$ cat config.mk
export PLATFORM = sky130hd
export DESIGN_NAME = adder_pipe_n
export DESIGN_NICKNAME = d
export VERILOG_FILES = /design/src/rtl/adder_pipe_n.sv
export SDC_FILE = /design/constraint.sdc
export NUM_CORES = 1
export LEC_CHECK = 0
export CORE_UTILIZATION = 49
export CTS_BUF_LIST = sky130_fd_sc_hd__clkbuf_4
export CTS_CLUSTER_SIZE = 12
export DETAILED_ROUTE_END_ITERATION = 10
export GPL_TIMING_DRIVEN = 0
export PLACE_DENSITY = 0.9
export SETUP_SLACK_MARGIN = 0.15
export SLEW_MARGIN = 30
export SYNTH_ARGS = -nofsm -noshare
export SYNTH_HDL_FRONTEND = slang
export SYNTH_SLANG_ARGS = --single-unit
export TNS_END_PERCENT = 50
$ cat constraint.sdc
create_clock -name clk -period 2.7 [get_ports clk]
set_input_delay 0.405 -clock clk [delete_from_list [all_inputs] [get_ports clk]]
set_output_delay 0.405 -clock clk [all_outputs]
set_load 0.01 [all_outputs]
$ cat src/rtl/adder_pipe_n.sv
// Pipelined add/subtract: one CHUNK-bit carry segment resolved per stage,
// valid/ready handshake on both sides with a global stall for backpressure.
module adder_pipe_n #(
    parameter int WIDTH = 17,
    parameter int CHUNK = 8,
    parameter int CNT_W = 16
) (
    input  logic             clk,
    input  logic             rst,
    input  logic             in_valid,
    output logic             in_ready,
    input  logic [WIDTH-1:0] a,
    input  logic [WIDTH-1:0] b,
    input  logic             cin,
    input  logic             sub,
    output logic             out_valid,
    input  logic             out_ready,
    output logic [WIDTH-1:0] sum,
    output logic             cout,
    output logic             ovf,
    output logic [CNT_W-1:0] txn_count
);
    localparam int STAGES = (WIDTH + CHUNK - 1) / CHUNK;
    localparam int LAST   = STAGES - 1;

    logic             stall;

    // *_src: what stage k consumes; *_q: what stage k holds
    logic             v_src [STAGES];
    logic [WIDTH-1:0] a_src [STAGES];
    logic [WIDTH-1:0] b_src [STAGES];
    logic [WIDTH-1:0] s_src [STAGES];
    logic             c_src [STAGES];

    logic             v_q [STAGES];
    logic [WIDTH-1:0] a_q [STAGES];
    logic [WIDTH-1:0] b_q [STAGES];
    logic [WIDTH-1:0] s_q [STAGES];
    logic             c_q [STAGES];

    assign stall    = v_q[LAST] && !out_ready;
    assign in_ready = !stall;

    // Subtraction folds into addition of ~b with inverted borrow-in.
    assign v_src[0] = in_valid;
    assign a_src[0] = a;
    assign b_src[0] = sub ? ~b : b;
    assign s_src[0] = '0;
    assign c_src[0] = sub ? ~cin : cin;

    for (genvar k = 0; k < STAGES; k++) begin : g_stage
        localparam int LO = k * CHUNK;
        localparam int HI = (LO + CHUNK > WIDTH) ? WIDTH - 1 : LO + CHUNK - 1;
        localparam int CW = HI - LO + 1;

        logic [CW:0]      part;
        logic [WIDTH-1:0] s_nxt;
        logic             v_r;
        logic             c_r;
        logic [WIDTH-1:0] a_r;
        logic [WIDTH-1:0] b_r;
        logic [WIDTH-1:0] s_r;

        always_comb begin
            part          = {1'b0, a_src[k][HI:LO]} + {1'b0, b_src[k][HI:LO]}
                          + {{CW{1'b0}}, c_src[k]};
            s_nxt         = s_src[k];
            s_nxt[HI:LO]  = part[CW-1:0];
        end

        always_ff @(posedge clk or posedge rst) begin
            if (rst) begin
                v_r <= 1'b0;
                c_r <= 1'b0;
                a_r <= '0;
                b_r <= '0;
                s_r <= '0;
            end else if (!stall) begin
                v_r <= v_src[k];
                c_r <= part[CW];
                a_r <= a_src[k];
                b_r <= b_src[k];
                s_r <= s_nxt;
            end
        end

        assign v_q[k] = v_r;
        assign c_q[k] = c_r;
        assign a_q[k] = a_r;
        assign b_q[k] = b_r;
        assign s_q[k] = s_r;
    end

    for (genvar k = 1; k < STAGES; k++) begin : g_link
        assign v_src[k] = v_q[k-1];
        assign a_src[k] = a_q[k-1];
        assign b_src[k] = b_q[k-1];
        assign s_src[k] = s_q[k-1];
        assign c_src[k] = c_q[k-1];
    end

    assign out_valid = v_q[LAST];
    assign sum       = s_q[LAST];
    assign cout      = c_q[LAST];
    assign ovf       = (a_q[LAST][WIDTH-1] == b_q[LAST][WIDTH-1])
                    && (s_q[LAST][WIDTH-1] != a_q[LAST][WIDTH-1]);

    always_ff @(posedge clk or posedge rst) begin
        if (rst) begin
            txn_count <= '0;
        end else if (out_valid && out_ready) begin
            txn_count <= txn_count + CNT_W'(1);
        end
    end

endmodule

==> flow_summary_export.csv <==
group,metric,value,unit
grt,antenna_violations_before_repair,0,
timing,hold_violations,0,
pwr,p_comb_share,40.0,%
pwr,power_density,897.8,nW/um^2
worst_setup_path,launch_point_of_the_worst_reg_to_reg_path,"g_stage[0].b_r[8]",
grt,grt_util_met2,37.50,%
clock_network,cts.sink_count,85,
pwr,worst_ir_drop_vdd,359.2,uV
layout,antennaDiodeCount,0,
grt,grt_usage,21.95,%
clock_network,cts.repair_timing.setup_buffer_count,0,
clock_network,cts_tree,"yes",
floorplanning,dieWidth,92.89,microns
timing,slew_viol_final,0,
timing,timing.clock.skew,18.25,ps
clock_network,cts_buffers,9,
worst_setup_path,worst_path_max_delay_cell,"sky130_fd_sc_hd__clkdlybuf4s50_1",
grt,pin_count_of_the_biggest_net_entering_global_routing,31,
grt,grt_first_pass_wirelength,14880,microns
worst_setup_path,worst-setup-path-type,"input pin to output port",
grt,vias_in_the_first_global_route,3305,
drt,drt_wl_total,8483,microns
worst_setup_path,crit_arrival,2070,ps
placement,gp_congestion,0.8658,
run_status,outcome,"completed",
pwr,power.net_switching,1.698,mW
synthesis,dominantRegCellSynth,"sky130_fd_sc_hd__dfrtp_1",
worst_setup_path,r2r-end,"g_stage[1].s_r[14]",
synthesis,ys_types,31,
floorplanning,count_of_pins_on_the_block_boundary,77,
layout,share_of_cells_above_drive_strength_1,7.678,%
pwr,intPower,2.920,mW
timing,setup-tns-final,0,ps
synthesis,synth.cell_area,4048,sq um
timing,post-route-min-period,2472,ps
synthesis,number_of_instances_in_the_synthesized_netlist,427,
timing,fmax,404.6,MHz
timing,fin_crit_sh,91.54,%
worst_setup_path,worst_setup_path_end_kind,"output port",
synthesis,synth-async-reset-ratio,100.0,%
pwr,pwr-share-clk,15.3,%
placement,post-dp-hpwl,6498,microns
drt,firstDrtPassIters,4,
worst_setup_path,cp_cell_sequence,"clkdlybuf4s50_1, nor2b_4, inv_2, clkbuf_4, clkdlybuf4s50_1",
clock_network,postCtsHoldBufs,0,
pwr,p_total,4.618,mW
layout,nNetsFinal,576,
clock_network,worst_skew_pair.late_latency,430,ps
drt,num_vias,3245,
pwr,static-leakage-power,2.404,nW
layout,final_area,5144,sq um
grt,globalRouteMet3Util,3.612,%
synthesis,ys_top_cells_by_count,"sky130_fd_sc_hd__nand2_1, sky130_fd_sc_hd__dfrtp_1, sky130_fd_sc_hd__o21ai_0, sky130_fd_sc_hd__xnor2_1, sky130_fd_sc_hd__xor2_1",
floorplanning,chipHeight,92.89,microns
synthesis,synth-edff-count,0,
placement,buffer_ports.inserted,75,
synthesis,synth_top_area_share,52.55,%
worst_setup_path,sort_of_element_at_the_start_of_the_critical_path,"input pin",
worst_setup_path,worst-path-max-fanout,10,
drt,route.detailed.wl_per_inst,13.62,microns
worst_setup_path,setup.reg_to_reg.worst_slack,260,ps
worst_setup_path,cp_common_cell,"sky130_fd_sc_hd__clkdlybuf4s50_1",
layout,filler_cell_count,623,
run,cap_violations,0,
clock_network,clk_pin_slew_worst_paths,130,ps
synthesis,yosys-top-cells-area,"sky130_fd_sc_hd__dfrtp_1, sky130_fd_sc_hd__nand2_1, sky130_fd_sc_hd__xnor2_1",
drt,drt_iter0_drc,182,
clock_network,cts_root_buf,"sky130_fd_sc_hd__clkbuf_4",
worst_setup_path,worst_r2r_path_depth,7,
worst_setup_path,cpPeakStageDelay,560,ps
clock_network,htree_num_levels,3,
grt,grt_overflow,0,
pwr,power.sequential.fraction,44.7,%
min_path,hold_path_class,"input pin to asynchronous set/reset pin",
synthesis,synth.yosys.seq_area_share,52.55,%
drt,viasPerCell,5.209,
grt,met1_track_usage_gr,27.14,%
worst_setup_path,critical_path_required,2300,ps
synthesis,synth_nets,487,
floorplanning,floorplan.rows,32,
timing,rsz_0062_raised_after_global_routing,"yes",
synthesis,yosys_warnings,0,
synthesis,synthesis.area_per_instance,9.479,sq um
floorplanning,floorplan.core_area,7848,sq um
clock_network,cts_buffer_depth,2,
drt,drt_drc_violations_left,0,
placement,placed_cell_area,5000,sq um
layout,area_growth_syn_to_layout,27.08,%
timing,report.final.setup_viol,0,
drt,final_antenna_net_count,0,
grt,grt_busiest_layer,"met2",
timing,timing.max_slew.rel_slack,69.30,%
synthesis,yosysMostFrequentCell,"sky130_fd_sc_hd__nand2_1",
pwr,power.switching_fraction,36.78,%
synthesis,synth-seq-cells,85,
synthesis,netlist.top_cell.by_area,"sky130_fd_sc_hd__dfrtp_1",
floorplanning,floorplan.initialDensity,51.58,%
floorplanning,floorplan.die_area,8628,sq um
timing,timing_worst_slew_pin_value,460.5,ps
[through the flow]
stage / instances / utilization, % / hold slack [ps] / worst slack, ps
final: 623 / 65.55 / 305.0 / 228.3
after global placement: 604 / 62.85 / 442.5 / -57.42
after detailed placement: 607 / 63.71 / 451.6 / -78.49
after floorplan: 427 / - / 430.0 / 127.9
after CTS: 623 / 65.45 / 306.8 / 167.3
after global routing: 623 / 65.55 / 316.0 / 126.8
[layout make-up]
| type | count | area (sq um) | area share, % |
|---|---|---|---|
| sequential | 85 | 2127 | 41.35 |
| multi-input combinational | 318 | 1804 | 35.08 |
| timing repair buffer | 78 | 818.3 | 15.91 |
| tap | 102 | 127.6 | 2.481 |
| buffer | 16 | 98.84 | 1.922 |
| clock buffer | 9 | 67.56 | 1.314 |
| clock inverter | 7 | 66.31 | 1.289 |
| inverter | 8 | 33.78 | 0.6568 |
[logic make-up (layout without fill, tap and decap cells)]
| kind of cell | count (synthesis) | after routing | synth area share, % |
|---|---|---|---|
| fa+ha+maj | 20 | 20 | 7.110 |
| flops | 85 | 85 | 52.55 |
| xor+xnor | 43 | 43 | 9.304 |
| compound gates | 52 | 52 | 7.356 |
| buf+inv | 24 | 118 | 3.122 |
| simple gates | 202 | 202 | 20.28 |
| mux | 1 | 1 | 0.2782 |
[worst max-delay path, delay by kind of cell]
kind	cells	cell delay [ps]
AND/OR/NAND/NOR	1	90
buffers and inverters	4	1560
[what timing repair did]
item	CTS	global route
gates cloned	0	0
endpoints found under the setup margin	1	2
pin swaps	0	0
gates resized for setup	1	2
[layout by cell type (no fill, tap or decap), types with 5 or more instances in the layout]
cell and instances:
sky130_fd_sc_hd__ha_1 15, sky130_fd_sc_hd__inv_1 6, sky130_fd_sc_hd__dfrtp_1 85, sky130_fd_sc_hd__nand3_1 6, sky130_fd_sc_hd__clkbuf_4 10, sky130_fd_sc_hd__nand2_1 166
sky130_fd_sc_hd__clkdlybuf4s50_1 75, sky130_fd_sc_hd__nor2_1 10, sky130_fd_sc_hd__clkbuf_1 5, sky130_fd_sc_hd__o21ai_0 28, sky130_fd_sc_hd__nor3_1 7, sky130_fd_sc_hd__buf_4 9
sky130_fd_sc_hd__a21oi_1 12, sky130_fd_sc_hd__xnor2_1 25, sky130_fd_sc_hd__xor2_1 18
[sequential cells by signal, indices dropped and copies added (netlist names)]
register     count
txn_count       16
g_stage.a_r     11
g_stage.s_r     24
sum             17
g_stage.b_r     11
g_stage.c_r      2
out_valid        1
g_stage.v_r      2
cout             1
[worst max-delay path by stage]
stage               startpoint           endpoint  slack, ps  cells after the start
CTS                  out_valid           in_ready        170                      4
global route               sub  g_stage[0].s_r[6]        130                     10
finish               out_ready           in_ready        230                      5
global placement           sub  g_stage[0].s_r[6]        -60                     10
detailed placement         sub  g_stage[0].s_r[6]        -80                     10
floorplan                  sub  g_stage[0].s_r[6]        130                     10
[power groups by stage]
| stage | clock, mW | sequential, mW | combinational [mW] |
|---|---|---|---|
| finish | 0.707 | 2.06 | 1.85 |
| global route | 0.776 | 2.12 | 2.06 |
| CTS | 0.712 | 2.06 | 1.85 |
| detailed placement | 0 | 2.09 | 1.82 |
| global placement | 0 | 2.06 | 1.72 |
| floorplan | 0 | 2.10 | 1.01 |
[metal layers]
metal / wire length [microns] / up-vias
li1: - / 1560
met1: 3542 / 1544
met2: 4306 / 115
met3: 425 / 26
met4: 209 / 0
met5: 0 / -
(Power assumes the default switching activity.)
